==> config.mk <==
export PLATFORM = sky130hd
export DESIGN_NAME = vga_frame_reader
export DESIGN_NICKNAME = d
export VERILOG_FILES = /design/src/rtl/vga_frame_reader.sv
export SDC_FILE = /design/constraint.sdc
export NUM_CORES = 1
export LEC_CHECK = 0
export ABC_AREA = 1
export CAP_MARGIN = 20
export CORE_MARGIN = 3
export CORE_UTILIZATION = 30
export DETAILED_ROUTE_END_ITERATION = 8
export PLACE_DENSITY = 0.49
export SLEW_MARGIN = 10
export SYNTH_ARGS = -nofsm -noshare
export SYNTH_HDL_FRONTEND = slang
export SYNTH_SLANG_ARGS = --single-unit
==> constraint.sdc <==
create_clock -name clk -period 2.4 [get_ports clk]
set_input_delay 0.6 -clock clk [delete_from_list [all_inputs] [get_ports clk]]
set_output_delay 0.6 -clock clk [all_outputs]
set_load 0.1 [all_outputs]
==> src/rtl/vga_frame_reader.sv <==
// vga_frame_reader: 640x480@60 timing generator streaming an 8-bit grayscale framebuffer image.
// Counter state -> registered address -> RAM data -> registered outputs; fixed 3-cycle latency.
module vga_frame_reader #(
   parameter int IMG_W = 256,
   parameter int IMG_H = 256,
   parameter int BASE_ADDR = 0,
   parameter int X0 = 0,
   parameter int Y0 = 0,
   parameter logic [7:0] BORDER = 8'h00
) (
   input  logic        clk,
   input  logic        rst,
   output logic [16:0] vga_addr,
   input  logic [7:0]  ram_vga,
   output logic        vga_hsync,
   output logic        vga_vsync,
   output logic        vga_blank_n,
   output logic        vga_sync_n,
   output logic [7:0]  vga_r,
   output logic [7:0]  vga_g,
   output logic [7:0]  vga_b,
   output logic        frame_start
);
   localparam logic [9:0] XS = 10'(X0);
   localparam logic [9:0] XW = 10'(IMG_W);
   localparam logic [9:0] YS = 10'(Y0);
   localparam logic [9:0] YH = 10'(IMG_H);
   localparam logic [16:0] BASE = 17'(BASE_ADDR);

   if (BASE_ADDR + IMG_W * IMG_H > 131072 || X0 + IMG_W > 640 || Y0 + IMG_H > 480) begin : g_chk
      $error("vga_frame_reader: image does not fit framebuffer or screen");
   end

   logic [9:0]  r_h, r_v;
   logic [16:0] r_cnt, r_addr;
   logic [4:0]  r_p1, r_p2;
   logic [7:0]  r_pix;
   logic        r_hs, r_vs, r_blank_n, r_fs;
   logic [9:0]  w_hx, w_vy;
   logic        w_img, w_orig, w_hlast;
   logic [16:0] w_cur;
   logic [4:0]  w_s0;

   // Offsets wrap to large values left of/above the image, so one unsigned compare bounds each axis
   assign w_hx = r_h - XS;
   assign w_vy = r_v - YS;
   assign w_img = (w_hx < XW) && (w_vy < YH);
   assign w_orig = (r_h == 10'd0) && (r_v == 10'd0);
   assign w_hlast = r_h == 10'd799;
   assign w_cur = w_orig ? BASE : r_cnt;
   // Stage flags {frame_start, vsync pulse, hsync pulse, image, active}; all-zero is the idle state
   assign w_s0 = {w_orig, (r_v >= 10'd490) && (r_v <= 10'd491), (r_h >= 10'd656) && (r_h <= 10'd751),
                  w_img, (r_h < 10'd640) && (r_v < 10'd480)};

   always_ff @(posedge clk) begin
      if (rst) begin
         r_h <= '0;
         r_v <= '0;
         r_cnt <= BASE;
         r_addr <= BASE;
         r_p1 <= '0;
         r_p2 <= '0;
         r_pix <= '0;
         r_hs <= 1'b1;
         r_vs <= 1'b1;
         r_blank_n <= 1'b0;
         r_fs <= 1'b0;
      end else begin
         r_h <= w_hlast ? 10'd0 : r_h + 10'd1;
         if (w_hlast) r_v <= (r_v == 10'd524) ? 10'd0 : r_v + 10'd1;
         r_cnt <= w_img ? w_cur + 17'd1 : w_cur;
         if (w_img) r_addr <= w_cur;
         r_p1 <= w_s0;
         r_p2 <= r_p1;
         r_pix <= !r_p2[0] ? 8'h00 : r_p2[1] ? ram_vga : BORDER;
         r_blank_n <= r_p2[0];
         r_hs <= ~r_p2[2];
         r_vs <= ~r_p2[3];
         r_fs <= r_p2[4];
      end
   end

   assign vga_addr = r_addr;
   assign vga_hsync = r_hs;
   assign vga_vsync = r_vs;
   assign vga_blank_n = r_blank_n;
   assign vga_sync_n = 1'b0;
   assign vga_r = r_pix;
   assign vga_g = r_pix;
   assign vga_b = r_pix;
   assign frame_start = r_fs;
endmodule

==> impl_metrics.env <==
export IMPL_die_area_um2=12700
export IMPL_final_cells=639
export IMPL_area_growth_pct=23.9
export IMPL_synth_seq_area_share_pct=44.5
export IMPL_crit_fanout=5
export IMPL_hp_class="reg -> reg"
export IMPL_fmaxAchievable_ghz=0.460
export IMPL_cp_start_kind="register"
export IMPL_slowest_delay_ns=0.34
export IMPL_avgSynthCellArea_um2=7.61
export IMPL_synth_edf_count=0
export IMPL_antenna_left=0
export IMPL_drtPass1Iterations=4
export IMPL_finalHoldViolations=0
export IMPL_crit_slowest_cell="dfxtp_2"
export IMPL_fill_cells=1145
export IMPL_htreeDepth=3
export IMPL_rows=38
export IMPL_syn_area_um2=3420
export IMPL_portBuffers=54
export IMPL_synthCells=449
export IMPL_cts_inserted_buffers=9
export IMPL_hold_depth=1
export IMPL_routed_wl_um=7400
export IMPL_hpwl_um=5460
export IMPL_start_util_pct=31.1
export IMPL_cts_root_buffer="clkbuf_16"
export IMPL_irDropWorstVdd_mv=0.373
export IMPL_worst_r2r_cell_count=17
export IMPL_slew_headroom_pct=63.7
export IMPL_clockBufferDepth=2
export IMPL_cts_sinks=76
export IMPL_grt_pass1_wl_um=12600
export IMPL_worst_pin_slew_ns=0.541
export IMPL_overflow=0
export IMPL_vias_per_cell=4.45
export IMPL_synthFlopType="dfxtp_1"
export IMPL_rrSetupSlack_ns=0.22
export IMPL_vias=2845
export IMPL_skew_ns=0.00604
export IMPL_grt_pass1_vias=2677
export IMPL_max_cap_violations=0
export IMPL_placed_cell_area_um2=3860
export IMPL_drive_gt1_share_pct=20.8
export IMPL_routabilityCongestion=0.811
export IMPL_drt_iter0_drc=160
export IMPL_final_cell_mix="dfxtp_1 (74), nand2_1 (63), inv_1 (63), nor2_1 (59), buf_4 (53)"
export IMPL_cp_required_ns=2.63
export IMPL_antenna_found_initial=0
export IMPL_io_pins=56
export IMPL_syn_nets=464
export IMPL_synth_area_leaders="dfxtp_1 (45%), nand2_1 (7.0%), inv_1 (6.9%)"
export IMPL_min_period_ns=2.18
export IMPL_antenna_cells=0
export IMPL_final_common_cell="dfxtp_1"
export IMPL_ys_types=36
export IMPL_synth_top_area_share_pct=44.5
export IMPL_stdcell_area_um2=4230
export IMPL_powerDensity_nw_per_um2=702
export IMPL_critical_path_arrival_ns=2.41
export IMPL_grt_usage_pct=12.3
export IMPL_yosys_warnings=0
export IMPL_leakagePower_nw=1.85
export IMPL_status="finished, final reports clean"
export IMPL_critPathKind="reg -> reg"
export IMPL_grt_max_degree=29
export IMPL_yosysTopAreaCell="dfxtp_1"
export IMPL_cp_cell_sequence="inv_1, ha_1, nand2_1, inv_1, nand2_1, nor2_4, nand3_4, nand2_1, inv_1, ha_4, inv_1, nor3_2, nand3_2, nor2_4, nand4_1, nor2_1, nor2_1"
export IMPL_slew_viol_final=0
export IMPL_synth_seq_cells=76
export IMPL_dp_cells=621
export IMPL_min_delay_start="r_p2[2]$_SDFF_PP0_"
export IMPL_clk_latency_ns=0.33
export IMPL_reg2reg_from="r_v[0]$_SDFFE_PP0P_"
export IMPL_worstHoldEndpoint="vga_hsync$_SDFF_PP1_"
export IMPL_end_kind="register"
export IMPL_critPathMostFrequentCell="inv_1"
export IMPL_drc_errors=0
export IMPL_nets=509
export IMPL_finalCritPeriodShare_pct=90.6
export IMPL_die_y_um=113
export IMPL_clk_pin_slew_ns=0.06
export IMPL_wl_per_cell_um=11.6
export IMPL_cts_tree="built"
export IMPL_core_um2=11000
export IMPL_die_w_um=113
export IMPL_async_flop_share_pct=0
export IMPL_setup_violations_final=0
export IMPL_r2r_end="r_cnt[16]$_SDFF_PP0_"
==> sequential cells by signal (all words and copies together) (netlist names) <==
register / cells
vga_hsync: 1
r_p2: 5
r_cnt: 17
vga_b: 8
r_p1: 5
frame_start: 1
vga_vsync: 1
r_h: 10
vga_addr: 17
vga_blank_n: 1
r_v: 10
==> kinds of logic after synthesis <==
family          synth area share (%)
other cells                    0.110
xor+xnor                        1.03
simple gates                    27.9
flops                           44.5
fa+ha+maj                       1.83
compound gates                  11.1
buf+inv                         13.6
==> layer usage <==
| metal | vias to the layer above | share of wire [%] | track usage (%) |
|---|---|---|---|
| li1 | 1503 | - | - |
| met5 | - | 0 | 0 |
| met3 | 7 | 5.9 | 3.85 |
| met2 | 62 | 43 | 18.4 |
| met4 | 0 | 1.6 | 5.05 |
| met1 | 1273 | 50 | 16.5 |
==> synthesized netlist by cell type, types with 2 or more instances <==
library cell,count
a211oi_1,2
a21oi_1,35
buf_4,18
clkbuf_1,7
dfxtp_1,76
ha_1,5
inv_1,63
inv_2,3
nand2_1,64
nand2_2,4
nand2_4,4
nand3_1,20
nand3_2,5
nand4_1,9
nor2_1,59
nor2_2,4
nor2_4,5
nor3_1,15
nor3_2,2
o21ai_0,29
o21ai_1,2
xor2_1,4
==> metrics by stage <==
| step | hold slack [ns] | power [W] | util, % | setup TNS [ns] | setup slack (ns) |
|---|---|---|---|---|---|
| 3_3_place_gp | 0.360 | 0.00154 | 35.1 | 0 | 0.187 |
| 3_5_place_dp | 0.369 | 0.00154 | 35.1 | 0 | 0.102 |
| 4_1_cts | 0.384 | 0.00301 | 38.1 | 0 | 0.112 |
| 6_report | 0.378 | 0.00297 | 38.5 | 0 | 0.225 |
| 5_1_grt | 0.398 | 0.00310 | 38.5 | -0.00608 | -0.00608 |
| 2_1_floorplan | 0.351 | 0.00151 | - | 0 | 0.0701 |
==> worst max-delay path, delay by kind of cell (launching register included) <==
kind	cells	cell delay (ns)
and+or+nand+nor	11	1.10
buffers and inverters	4	0.27
adders and majority gates	2	0.37
DFF	1	0.34
==> report_power, final <==
| part | switching, W | total [W] | internal [W] |
|---|---|---|---|
| clock network | 0.000520 | 0.00146 | 0.000936 |
| logic | 0.000158 | 0.000222 | 0.0000642 |
| registers | 0.0000104 | 0.00129 | 0.00128 |
| total | 0.000689 | 0.00297 | 0.00228 |
==> what timing repair did <==
| item | 4_1_cts | 5_1_grt |
|---|---|---|
| gates resized for setup | 0 | 9 |
| setup buffers | 0 | 2 |
| hold buffers | 0 | 0 |
| setup endpoints to repair | 0 | 7 |
==> how the worst max path moves through the flow <==
stage                                    from                   end  slack (ns)  depth (start not counted)
final                     r_v[0]$_SDFFE_PP0P_  r_cnt[16]$_SDFF_PP0_        0.22                         17
after global routing      r_v[0]$_SDFFE_PP0P_  r_cnt[16]$_SDFF_PP0_      -0.006                         18
after CTS                 r_v[0]$_SDFFE_PP0P_  r_cnt[10]$_SDFF_PP0_        0.11                         17
after detailed placement  r_v[0]$_SDFFE_PP0P_  r_cnt[10]$_SDFF_PP0_        0.10                         17
after global placement    r_v[0]$_SDFFE_PP0P_  r_cnt[10]$_SDFF_PP0_        0.19                         17
after floorplan           r_v[0]$_SDFFE_PP0P_  r_cnt[10]$_SDFF_PP0_        0.07                         19
==> cell type report <==
cell class | instances | area [um^2] | share of cell area (%)
multi-input combinational | 277 | 1460 | 34.4
sequential | 76 | 1520 | 36.0
inverter | 67 | 251 | 5.94
clock inverter | 6 | 87.6 | 2.07
tap | 140 | 175 | 4.14
timing repair buffer | 63 | 499 | 11.8
clock buffer | 10 | 239 | 5.65
(Power assumes the default switching activity.)
